==> src/rtl/tia_hsync_counter_if.sv <==
// Control and timing-pulse bundle between the TIA line-timing logic and the hsync counter.
interface tia_hsync_counter_if;
    localparam int unsigned HW = 6;

    logic          clk_en;
    logic          rsync;
    logic          hmove_late;
    logic [HW-1:0] hcount;
    logic          shb;
    logic          shs;
    logic          rhs;
    logic          rcb;
    logic          rhb;

    modport master (
        output clk_en, rsync, hmove_late,
        input  hcount, shb, shs, rhs, rcb, rhb
    );

    modport slave (
        input  clk_en, rsync, hmove_late,
        output hcount, shb, shs, rhs, rcb, rhb
    );
endinterface

==> src/rtl/tia_hsync_counter.sv <==
// TIA horizontal sync counter: 6-bit LFSR wrapping every 57 enabled steps,
// with registered one-clock decode pulses for HBLANK, HSYNC and colour burst.
module tia_hsync_counter #(
    parameter int unsigned SHS_COUNT  = 4,
    parameter int unsigned RHS_COUNT  = 8,
    parameter int unsigned RCB_COUNT  = 12,
    parameter int unsigned RHB_COUNT  = 16,
    parameter int unsigned LRHB_COUNT = 18
) (
    input  logic                 clock,
    input  logic                 reset,
    tia_hsync_counter_if.slave   bus
);
    localparam int unsigned HW         = 6;
    localparam int unsigned LINE_STEPS = 57;

    function automatic logic [HW-1:0] lfsr_next(input logic [HW-1:0] s);
        return {~(s[0] ^ s[1]), s[HW-1:1]};
    endfunction

    // LFSR value reached k shifts after the all-zero state.
    function automatic logic [HW-1:0] lfsr_at(input int unsigned k);
        logic [HW-1:0] s;
        s = '0;
        for (int unsigned i = 0; i < k; i++) begin
            s = lfsr_next(s);
        end
        return s;
    endfunction

    localparam logic [HW-1:0] S_LAST = lfsr_at(LINE_STEPS - 1);
    localparam logic [HW-1:0] S_SHS  = lfsr_at(SHS_COUNT);
    localparam logic [HW-1:0] S_RHS  = lfsr_at(RHS_COUNT);
    localparam logic [HW-1:0] S_RCB  = lfsr_at(RCB_COUNT);
    localparam logic [HW-1:0] S_RHB  = lfsr_at(RHB_COUNT);
    localparam logic [HW-1:0] S_LRHB = lfsr_at(LRHB_COUNT);

    logic [HW-1:0] hcount_q, hcount_d;
    logic          shb_q, shb_d;
    logic          shs_q, shs_d;
    logic          rhs_q, rhs_d;
    logic          rcb_q, rcb_d;
    logic          rhb_q, rhb_d;

    // Next state and decode of the state being entered; pulses only on an update.
    always_comb begin
        hcount_d = hcount_q;
        shb_d    = 1'b0;
        shs_d    = 1'b0;
        rhs_d    = 1'b0;
        rcb_d    = 1'b0;
        rhb_d    = 1'b0;
        if (bus.rsync) begin
            hcount_d = '0;
            shb_d    = 1'b1;
        end else if (bus.clk_en) begin
            if (hcount_q == S_LAST) begin
                hcount_d = '0;
                shb_d    = 1'b1;
            end else begin
                hcount_d = lfsr_next(hcount_q);
            end
            shs_d = (hcount_d == S_SHS);
            rhs_d = (hcount_d == S_RHS);
            rcb_d = (hcount_d == S_RCB);
            rhb_d = bus.hmove_late ? (hcount_d == S_LRHB) : (hcount_d == S_RHB);
        end
    end

    always_ff @(posedge clock) begin
        if (reset) begin
            hcount_q <= '0;
            shb_q    <= 1'b0;
            shs_q    <= 1'b0;
            rhs_q    <= 1'b0;
            rcb_q    <= 1'b0;
            rhb_q    <= 1'b0;
        end else begin
            hcount_q <= hcount_d;
            shb_q    <= shb_d;
            shs_q    <= shs_d;
            rhs_q    <= rhs_d;
            rcb_q    <= rcb_d;
            rhb_q    <= rhb_d;
        end
    end

    assign bus.hcount = hcount_q;
    assign bus.shb    = shb_q;
    assign bus.shs    = shs_q;
    assign bus.rhs    = rhs_q;
    assign bus.rcb    = rcb_q;
    assign bus.rhb    = rhb_q;
endmodule

==> src/flat_wrapper.sv <==
// flat-port wrapper written by rule: the top's interface ports become plain ports
module tia_hsync_counter_flat 
#(
    parameter int unsigned SHS_COUNT  = 4,
    parameter int unsigned RHS_COUNT  = 8,
    parameter int unsigned RCB_COUNT  = 12,
    parameter int unsigned RHB_COUNT  = 16,
    parameter int unsigned LRHB_COUNT = 18
)
  (clock, reset, bus_clk_en, bus_rsync, bus_hmove_late, bus_hcount, bus_shb, bus_shs, bus_rhs, bus_rcb, bus_rhb);
  tia_hsync_counter_if bus_i ();
  input  logic clock;
  input  logic reset;
  input wire logic [$bits(bus_i.clk_en)-1:0] bus_clk_en;
  input wire logic [$bits(bus_i.rsync)-1:0] bus_rsync;
  input wire logic [$bits(bus_i.hmove_late)-1:0] bus_hmove_late;
  output wire logic [$bits(bus_i.hcount)-1:0] bus_hcount;
  output wire logic [$bits(bus_i.shb)-1:0] bus_shb;
  output wire logic [$bits(bus_i.shs)-1:0] bus_shs;
  output wire logic [$bits(bus_i.rhs)-1:0] bus_rhs;
  output wire logic [$bits(bus_i.rcb)-1:0] bus_rcb;
  output wire logic [$bits(bus_i.rhb)-1:0] bus_rhb;
  assign bus_i.clk_en = bus_clk_en;
  assign bus_i.rsync = bus_rsync;
  assign bus_i.hmove_late = bus_hmove_late;
  assign bus_hcount = bus_i.hcount;
  assign bus_shb = bus_i.shb;
  assign bus_shs = bus_i.shs;
  assign bus_rhs = bus_i.rhs;
  assign bus_rcb = bus_i.rcb;
  assign bus_rhb = bus_i.rhb;
  tia_hsync_counter #(.SHS_COUNT(SHS_COUNT), .RHS_COUNT(RHS_COUNT), .RCB_COUNT(RCB_COUNT), .RHB_COUNT(RHB_COUNT), .LRHB_COUNT(LRHB_COUNT)) u_core (.clock(clock), .reset(reset), .bus(bus_i));
endmodule
==> config.mk <==
export PLATFORM = sky130hd
export DESIGN_NAME = tia_hsync_counter_flat
export DESIGN_NICKNAME = d
export VERILOG_FILES = /design/src/rtl/tia_hsync_counter_if.sv /design/src/rtl/tia_hsync_counter.sv /design/src/flat_wrapper.sv
export SDC_FILE = /design/constraint.sdc
export NUM_CORES = 1
export LEC_CHECK = 0
export CAP_MARGIN = 10
export CORE_AREA = 2 2 47 49
export CTS_BUF_LIST = sky130_fd_sc_hd__clkbuf_16
export CTS_CLUSTER_DIAMETER = 50
export DETAILED_ROUTE_END_ITERATION = 10
export DIE_AREA = 0 0 49 51
export GPL_TIMING_DRIVEN = 0
export HOLD_SLACK_MARGIN = 0.02
export SKIP_CTS_REPAIR_TIMING = 1
export SLEW_MARGIN = 0
export SYNTH_ARGS = -nofsm -noshare
export SYNTH_HDL_FRONTEND = slang
export SYNTH_SLANG_ARGS = --single-unit
==> constraint.sdc <==
create_clock -name clock -period 1.6 [get_ports clock]
set_input_delay 0.24 -clock clock [delete_from_list [all_inputs] [get_ports clock]]
set_output_delay 0.24 -clock clock [all_outputs]
set_load 0.02 [all_outputs]
* Word level (Yosys, flattened, before mapping)
Cells that the tools add are included.
Word-level totals: bits in registers 11, latch bits 0, memory bits (writable) 0, ROM bits 0, input bits 5, logic and storage cells 24, memories 0
Operators by class: add/sub/neg operators 0, multipliers 0, div/mod/pow operators 0, magnitude comparators 0, eq/ne operators 6, shifts and indexed selects 0, mux-type cells 7, bitwise logic cells 3, reductions and logical operators 2
Operator list (number):
- 6-bit by 5-bit equality test with 1-bit output (second input constant) | 3
- 6-bit two-way mux | 3
- 6-bit equality test (second input constant) | 2
- 6-bit by 4-bit equality test with 1-bit output (second input constant) | 1
- 1-bit two-way mux | 4
- 3-bit OR reduction | 1
- 1-bit NOT | 2
- 2-bit OR reduction | 1
- 1-bit bitwise XOR | 1

* Logic depth before layout (Yosys ltp)
Gate-level depths: netlist (run 1).
word-level depth 7, mapped depth 5, gate-level depth less buffers 5

* Least setup slack after synthesis (run 1)
Ideal clock, no wire load.
path kind reg-to-reg, from register u_core.hcount_q[1], in the netlist u_core.bus.hcount[1], to register u_core.shs_q, in the netlist u_core.bus.shs, setup time 96 ps, arrival time 1327 ps, setup slack 177 ps, stages on the path, launching flop included 6, buffers on the path 0, cell sequence dfxtp_1 > inv_1 > ha_1 > nor2b_1 > nand4_1 > nor4b_1
On the way: word-level cells in the longest chain between the ends 6, elaborated cells between the ends (all ways) 7, classes of those cells eq/ne: 2; mux: 3; bitwise: 2
Ends and longest elaborated chain:
- from (decl) | line tia_hsync_counter.sv:38 | logic [HW-1:0] hcount_q, hcount_d;
- from (signal assigned) | line tia_hsync_counter.sv:79 | hcount_q <= hcount_d;
- branches (longest 2 deep; another with 6-bit by 5-bit equality test with 1-bit output)
- 6-bit two-way mux (*) | line tia_hsync_counter.sv:57 | if (hcount_q == S_LAST) begin
- 6-bit two-way mux (*) | line tia_hsync_counter.sv:56 | end else if (bus.clk_en) begin
- 6-bit two-way mux (*) | line tia_hsync_counter.sv:53 | if (bus.rsync) begin
- 6-bit equality test (*) | line tia_hsync_counter.sv:63 | shs_d = (hcount_d == S_SHS);
- to (signal assigned) | line tia_hsync_counter.sv:81 | shs_q <= shs_d;
- to (decl) | line tia_hsync_counter.sv:40 | logic shs_q, shs_d;
Every way passes the cells marked *. The select of a mux whose other input is x is not followed. A chain may end at the register's enable or synchronous reset.

* Worst setup path in the final report (run 1)
from register u_core.hcount_q[1], in the netlist u_core.bus.hcount[1], to output bus_hcount[1]
RTL lines:
- to (decl) | line flat_wrapper.sv:17 | output wire logic [$bits(bus_i.hcount)-1:0] bus_hcount;
No word-level cell between the ends.

==> results of run 1 <==
[cell families after synthesis]
logic type,after synthesis,share of synthesized area
compound gates,5,0.0912
fa+ha+maj,1,0.0268
buf+inv,5,0.0429
flops,11,0.472
mux,2,0.0429
simple gates,24,0.324
[metal layers]
| layer | vias to the layer above | GRT usage | share of wire |
|---|---|---|---|
| li1 | 214 | - | - |
| met1 | 195 | 0.0898 | 0.42 |
| met2 | 13 | 0.162 | 0.48 |
| met3 | 5 | 0.0380 | 0.062 |
| met4 | 0 | 0.100 | 0.039 |
| met5 | - | 0 | 0 |
[metrics by stage]
| stage | total power, mW | util | instance area, um^2 | hold slack [ns] | std cells |
|---|---|---|---|---|---|
| after global placement | 0.327 | 0.316 | 652 | 0.552 | 91 |
| final | 0.775 | 0.360 | 742 | 0.498 | 95 |
| after detailed placement | 0.328 | 0.316 | 652 | 0.556 | 91 |
| after floorplan | 0.306 | - | 467 | 0.312 | 48 |
| after global routing | 0.799 | 0.360 | 742 | 0.523 | 95 |
| after CTS | 0.782 | 0.354 | 731 | 0.564 | 95 |
[synth_stat cells]
cell	n	area share
nor3b_1	1	0.016
a32o_1	1	0.021
ha_1	1	0.027
clkbuf_1	1	0.0080
mux2i_1	2	0.043
nand2b_1	1	0.013
nor3_1	4	0.043
buf_2	1	0.011
a31oi_1	1	0.013
nor4bb_4	1	0.054
nor4b_1	2	0.038
nor2b_1	1	0.013
nand2_1	4	0.032
nor4_1	1	0.013
o22ai_1	1	0.013
or2_1	1	0.013
a41o_1	2	0.043
dfxtp_1	11	0.47
and4b_1	1	0.021
inv_1	3	0.024
nor2_1	5	0.040
nand4_1	2	0.027
[power by group]
group | switching, mW | internal [mW] | total [mW]
combinational | 0.0194 | 0.0207 | 0.0401
sequential | 0.00405 | 0.278 | 0.282
clock | 0.125 | 0.328 | 0.453
[flip-flops by register name, summed over array words and instances, names as in the netlist]
signal             flops
u_core.bus.hcount      6
u_core.bus.rcb         1
u_core.bus.shs         1
u_core.bus.rhb         1
u_core.bus.shb         1
u_core.bus.rhs         1
[placed cells by master, fill, tap and decap left out]
cell / instances
mux2i_1: 2
clkbuf_1: 1
dfxtp_1: 10
and4b_1: 1
dfxtp_2: 1
nand4_1: 2
a31oi_1: 1
inv_1: 4
nor3_1: 4
clkdlybuf4s50_1: 11
a32o_1: 1
dlymetal6s2s_1: 4
clkbuf_16: 3
or2_1: 1
nor4_1: 1
nor4bb_4: 1
nor2b_1: 1
nand2_1: 4
nor2_1: 5
buf_2: 1
o22ai_1: 1
nor3b_1: 1
a41o_1: 2
nor4b_1: 2
nand2b_1: 1
ha_1: 1
[layout make-up]
cell class	instances	area share
timing repair buffer	15	0.216
multi-input combinational	32	0.305
clock buffer	3	0.101
clock inverter	1	0.00506
buffer	2	0.0118
inverter	3	0.0152
sequential	11	0.298
tap	28	0.0472
[path summary, 6_finish.rpt]
path                                           start  cells after the start              endpoint  slack [ns]
worst max-delay path            u_core.bus.hcount[1]                      1         bus_hcount[1]        0.12
worst min-delay path            u_core.bus.hcount[1]                      1        u_core.bus.shs        0.50
worst max register to register  u_core.bus.hcount[1]                      5  u_core.bus.hcount[0]        0.19
worst min register to register  u_core.bus.hcount[1]                      1        u_core.bus.shs        0.50
==> metrics.cfg, run 1 <==
[timing]
drv_slew = 0
finalSetupViolations = 0
worst_pin_slew_ns = 0.379
finalCritPeriodShare = 0.924
setup_ws_ns = 0.122
tns_ns = 0
hold_violations = 0
skew_ns = 0.00323
period_minus_slack_ns = 1.48
grt_setup_unrepaired = no
maxSlewHeadroom = 0.747
fmaxAchievable_mhz = 676

[synth]
synth_fp_nets = 54
syn_inst = 48
synth_area_um2 = 467
avgSynthCellArea_um2 = 9.72
ys_types = 22
yosysWarnings = 0
ys_ff_latch = 11
ys_seq_area_frac = 0.472

[worst_setup_path]
worst_ep_arrival_time_ns = 1.24
cpPeakStageDelay_ns = 0.62
cp_slowest_cell = clkdlybuf4s50_1
cp_top_family = buffers and inverters
endpoint_kind = primary output
cp.required_ns = 1.36
path_cells = clkdlybuf4s50_1
path_class = reg -> out
crit_buf_inv = 1
start_kind = flip-flop
cp_max_fo = 7

[cts]
numCtsBuffers = 3
worstSkewPairLatency_ns = 0.24
path_clk_slew_ns = 0.04
clock-sinks = 11
root_buffer = clkbuf_16
clk_path_buf_depth = 2
htreeDepth = 1
cts_tree = yes

[grt]
grt_pass1_wl_um = 1720
antenna_found_initial = 0
first_global_vias = 402
grt_max_degree = 11
track_usage = 0.0975
grt.overflow.total = 0

[power_and_ir_drop]
power_density_nw_per_um2 = 1040
p_leak_nw = 0.343
ir_worst_vdd_uv = 436

[place]
numPortBuffers = 15
pre_cts_ws_ns = 0.0495
place.gp.congestion = 0.737
post-dp-hpwl_um = 793

[routing]
drt_wl_total_um = 1080
wire_per_inst_um = 11.3
via_count = 427
drtIter0Drc = 3
ant_nets = 0
first_pass_iters = 3
drc = 0
via_per_inst = 4.49

[final_layout]
fill_cells = 235
multi_input_area_um2 = 226
layout-drive-gt1-share = 0.0896
antenna_cells = 0
syn2layout_area_growth_pct = 59.0
regArea_um2 = 221
final_nets = 74

[die]
die-width_um = 49
die_area_um2 = 2500
initial_core_util = 0.226
die-height_um = 51
rows = 17
core_area_um2 = 2060
io_pins = 16

[outcome]
status = complete, no violations

[min_path]
hp-class = reg -> reg

[run]
drv_cap = 0

(Power assumes the default switching activity.)
==> run 2: changes to the inputs <==
--- a/config.mk
+++ b/config.mk
@@ -5,12 +5,13 @@
 export SDC_FILE = /design/constraint.sdc
 export NUM_CORES = 1
 export LEC_CHECK = 0
+export ABC_AREA = 1
 export CAP_MARGIN = 10
-export CORE_AREA = 2 2 47 49
-export CTS_BUF_LIST = sky130_fd_sc_hd__clkbuf_16
+export CORE_AREA = 2 2 48 50
+export CTS_BUF_LIST = sky130_fd_sc_hd__clkbuf_4 sky130_fd_sc_hd__clkbuf_8
 export CTS_CLUSTER_DIAMETER = 50
 export DETAILED_ROUTE_END_ITERATION = 10
-export DIE_AREA = 0 0 49 51
+export DIE_AREA = 0 0 50 52
 export GPL_TIMING_DRIVEN = 0
 export HOLD_SLACK_MARGIN = 0.02
 export SKIP_CTS_REPAIR_TIMING = 1
==> run 2 against run 1 <==
Maximum frequency is 3.7% lower. Critical path type unchanged. Highest routed layer unchanged. Die area is 4.0% higher. Worst setup slack worse by 0.056 ns. Critical endpoint is now bus_hcount[5]. Largest cell class unchanged.
==> metrics.cfg, run 2 <==
[outcome]
status = complete, no violations  ; unchanged

[cts]
numCtsBuffers = 3  ; unchanged
clock-sinks = 11  ; unchanged
root_buffer = clkbuf_4  ; was clkbuf_16
path_clk_slew_ns = 0.07  ; was 0.04 ns
cts_tree = yes  ; unchanged
clk_path_buf_depth = 2  ; unchanged
worstSkewPairLatency_ns = 0.27  ; was 0.24 ns
htreeDepth = 1  ; unchanged

[worst_setup_path]
crit_buf_inv = 1  ; unchanged
r2r_slack_ns = 0.41  ; was 0.19 ns
r2r_cells = 8  ; was 5
cp_slowest_cell = clkdlybuf4s50_1  ; unchanged
path_class = reg -> out  ; unchanged
cpPeakStageDelay_ns = 0.63  ; was 0.62 ns
worstSetupStartpoint = u_core.bus.hcount[5]  ; was u_core.bus.hcount[1]
path_cells = clkdlybuf4s50_1  ; unchanged
crit-reg2reg-capture = u_core.bus.rhb  ; was u_core.bus.hcount[0]
cp.required_ns = 1.36  ; about the same
start_kind = flip-flop  ; unchanged
cp_max_fo = 5  ; was 7
crit_path_end = bus_hcount[5]  ; was bus_hcount[1]
endpoint_kind = primary output  ; unchanged
crit_cells = 1  ; unchanged
cp_top_family = buffers and inverters  ; unchanged
r2r_start = u_core.bus.hcount[1]  ; unchanged
worst_ep_arrival_time_ns = 1.29  ; was 1.24 ns

[synth]
synth_fp_nets = 69  ; was 54
ys_ff_latch = 11  ; unchanged
yosysTopAreaCellShare = 0.455  ; was 0.472
synth_area_um2 = 484  ; was 467 um^2
synth_edf_count = 0  ; unchanged
async_flop_share = 0  ; unchanged
ys_types = 16  ; was 22
yosysWarnings = 0  ; unchanged
syn_inst = 63  ; was 48
synth.largest_area_cell = dfxtp_1  ; unchanged
synthTopCellsByArea = dfxtp_1 45%, nand2_1 7.8%, a21oi_1 7.2%  ; was dfxtp_1 47%, nor4bb_4 5.4%, a41o_1 4.3%
avgSynthCellArea_um2 = 7.69  ; was 9.72 um^2
synth_common_cells = 11 x dfxtp_1, 10 x nand2_1, 8 x inv_1, 7 x a21oi_1, 6 x nor2_1  ; was 11 x dfxtp_1, 5 x nor2_1, 4 x nand2_1, 4 x nor3_1, 3 x inv_1
synthFlopType = dfxtp_1  ; unchanged
ys_seq_area_frac = 0.455  ; was 0.472
yosysMostFrequentCell = dfxtp_1  ; unchanged

[place]
post-dp-hpwl_um = 743  ; was 793 um
place.gp.congestion = 0.732  ; was 0.737
placedCellCount = 106  ; was 91
dpl_cell_area_um2 = 669  ; was 652 um^2
numPortBuffers = 15  ; unchanged

[routing]
drt_wl_total_um = 1020  ; was 1080 um
drtIter0Drc = 8  ; was 3
first_pass_iters = 4  ; was 3
via_count = 468  ; was 427
ant_nets = 0  ; unchanged
drc = 0  ; unchanged
via_per_inst = 4.25  ; was 4.49
wire_per_inst_um = 9.31  ; was 11.3 um

[timing]
skew_ns = 0.00434  ; was 0.00323 ns
finalSetupViolations = 0  ; unchanged
fmaxAchievable_mhz = 652  ; was 676 MHz
worst_pin_slew_ns = 0.297  ; was 0.379 ns
hold_violations = 0  ; unchanged
drv_slew = 0  ; unchanged
grt_setup_unrepaired = no  ; unchanged
maxSlewHeadroom = 0.802  ; was 0.747
period_minus_slack_ns = 1.53  ; was 1.48 ns
finalCritPeriodShare = 0.959  ; was 0.924

[power_and_ir_drop]
combPwrFrac = 0.114  ; was 0.052
ir_worst_vdd_uv = 231  ; was 436 uV
internal-power_mw = 0.423  ; was 0.627 mW
swShare = 0.238  ; was 0.191
power_density_nw_per_um2 = 785  ; was 1040 nW/um^2
seqPwrFrac = 0.518  ; was 0.364
p_leak_nw = 0.306  ; was 0.343 nW
clkPwrFrac = 0.368  ; was 0.584
power.switching_mw = 0.132  ; was 0.148 mW

[grt]
grt_max_degree = 11  ; unchanged
grt.overflow.total = 0  ; unchanged
first_global_vias = 422  ; was 402
grt_pass1_wl_um = 1680  ; was 1720 um
track_usage = 0.0875  ; was 0.0975
antenna_found_initial = 0  ; unchanged

[final_layout]
final_cell_mix = 12 x clkdlybuf4s50_1, 11 x dfxtp_1, 10 x nand2_1  ; was 11 x clkdlybuf4s50_1, 10 x dfxtp_1, 5 x nor2_1
layout_commonest_cell = clkdlybuf4s50_1  ; unchanged
largest_reg_flops = 6  ; unchanged
final_cells = 110  ; was 95
antenna_cells = 0  ; unchanged
syn2layout_area_growth_pct = 46.0  ; was 59.0%
layout-drive-gt1-share = 0.183  ; was 0.0896
stdcell_area_um2 = 707  ; was 742 um^2
final_nets = 89  ; was 74

[min_path]
worstHoldStart = u_core.bus.hcount[4]  ; was u_core.bus.hcount[1]
hp-class = reg -> reg  ; unchanged

[run]
drv_cap = 0  ; unchanged

[die]
core_area_um2 = 2110  ; was 2060 um^2
io_pins = 16  ; unchanged
rows = 17  ; unchanged
initial_core_util = 0.230  ; was 0.226
die-height_um = 52  ; was 51 um
die-width_um = 50  ; was 49 um
die_area_um2 = 2600  ; was 2500 um^2

==> run 2: changes by cell type after synthesis, sizes merged, moves of 2 or more <==
cell | before | now
nand2 | 4 | 12
mux2i | 2 | 0
nand3 | 0 | 4
inv | 3 | 9
nor3 | 4 | 0
nor4b | 2 | 0
o21ai | 0 | 5
nor2 | 5 | 11
a41o | 2 | 0
a21oi | 0 | 7
==> run 2: final cells by class <==
class	instances	area, um^2
Fill cell	228	1400
Multi-Input combinational cell	42	225
Sequential cell	11	220
Timing Repair Buffer	15	158
Tap cell	28	35.0
Inverter	9	33.8
Clock buffer	4	30.0
Buffer	1	5.00
==> run 2: worst min path at each step <==
stage                            to  slack, ns  depth (start not counted)
2_1_floorplan        u_core.bus.shb       0.31                          1
3_3_place_gp   u_core.bus.hcount[3]       0.51                          2
3_5_place_dp   u_core.bus.hcount[0]       0.53                          2
4_1_cts        u_core.bus.hcount[3]       0.54                          2
5_1_grt              u_core.bus.shb       0.57                          2
6_report       u_core.bus.hcount[3]       0.53                          2
==> run 2: routing by layer <==
metal | GRT usage | vias to the layer above | share of wire
met2 | 0.145 | 10 | 0.52
met1 | 0.0927 | 219 | 0.44
met3 | 0.0172 | 2 | 0.024
met5 | 0 | - | 0
li1 | - | 237 | -
met4 | 0.0833 | 0 | 0.0088
==> run 2: through the flow <==
stage / power, mW / TNS [ns] / setup slack, ns / hold WS, ns / utilization
floorplan: 0.327 / 0 / 0.381 / 0.309 / -
global placement: 0.357 / 0 / 0.219 / 0.514 / 0.318
detailed placement: 0.358 / 0 / 0.229 / 0.527 / 0.318
CTS: 0.560 / -0.0272 / -0.0164 / 0.542 / 0.332
global route: 0.586 / 0 / 0.0108 / 0.568 / 0.336
finish: 0.555 / 0 / 0.0655 / 0.532 / 0.336
==> run 2: power groups by stage <==
| stage | clock [mW] | combinational [mW] | sequential, mW |
|---|---|---|---|
| floorplan | 0 | 0.0272 | 0.300 |
| global placement | 0 | 0.0638 | 0.294 |
| detailed placement | 0 | 0.0641 | 0.294 |
| CTS | 0.208 | 0.0646 | 0.287 |
| global route | 0.227 | 0.0700 | 0.288 |
| finish | 0.204 | 0.0634 | 0.287 |
==> run 2: kinds of logic after synthesis <==
group / share of synthesized area
AND/OR/NAND/NOR: 0.300
adder cells (fa/ha/maj): 0.0258
flip-flops: 0.455
buffers and inverters: 0.0801
AO/OA/AOI/OAI: 0.140
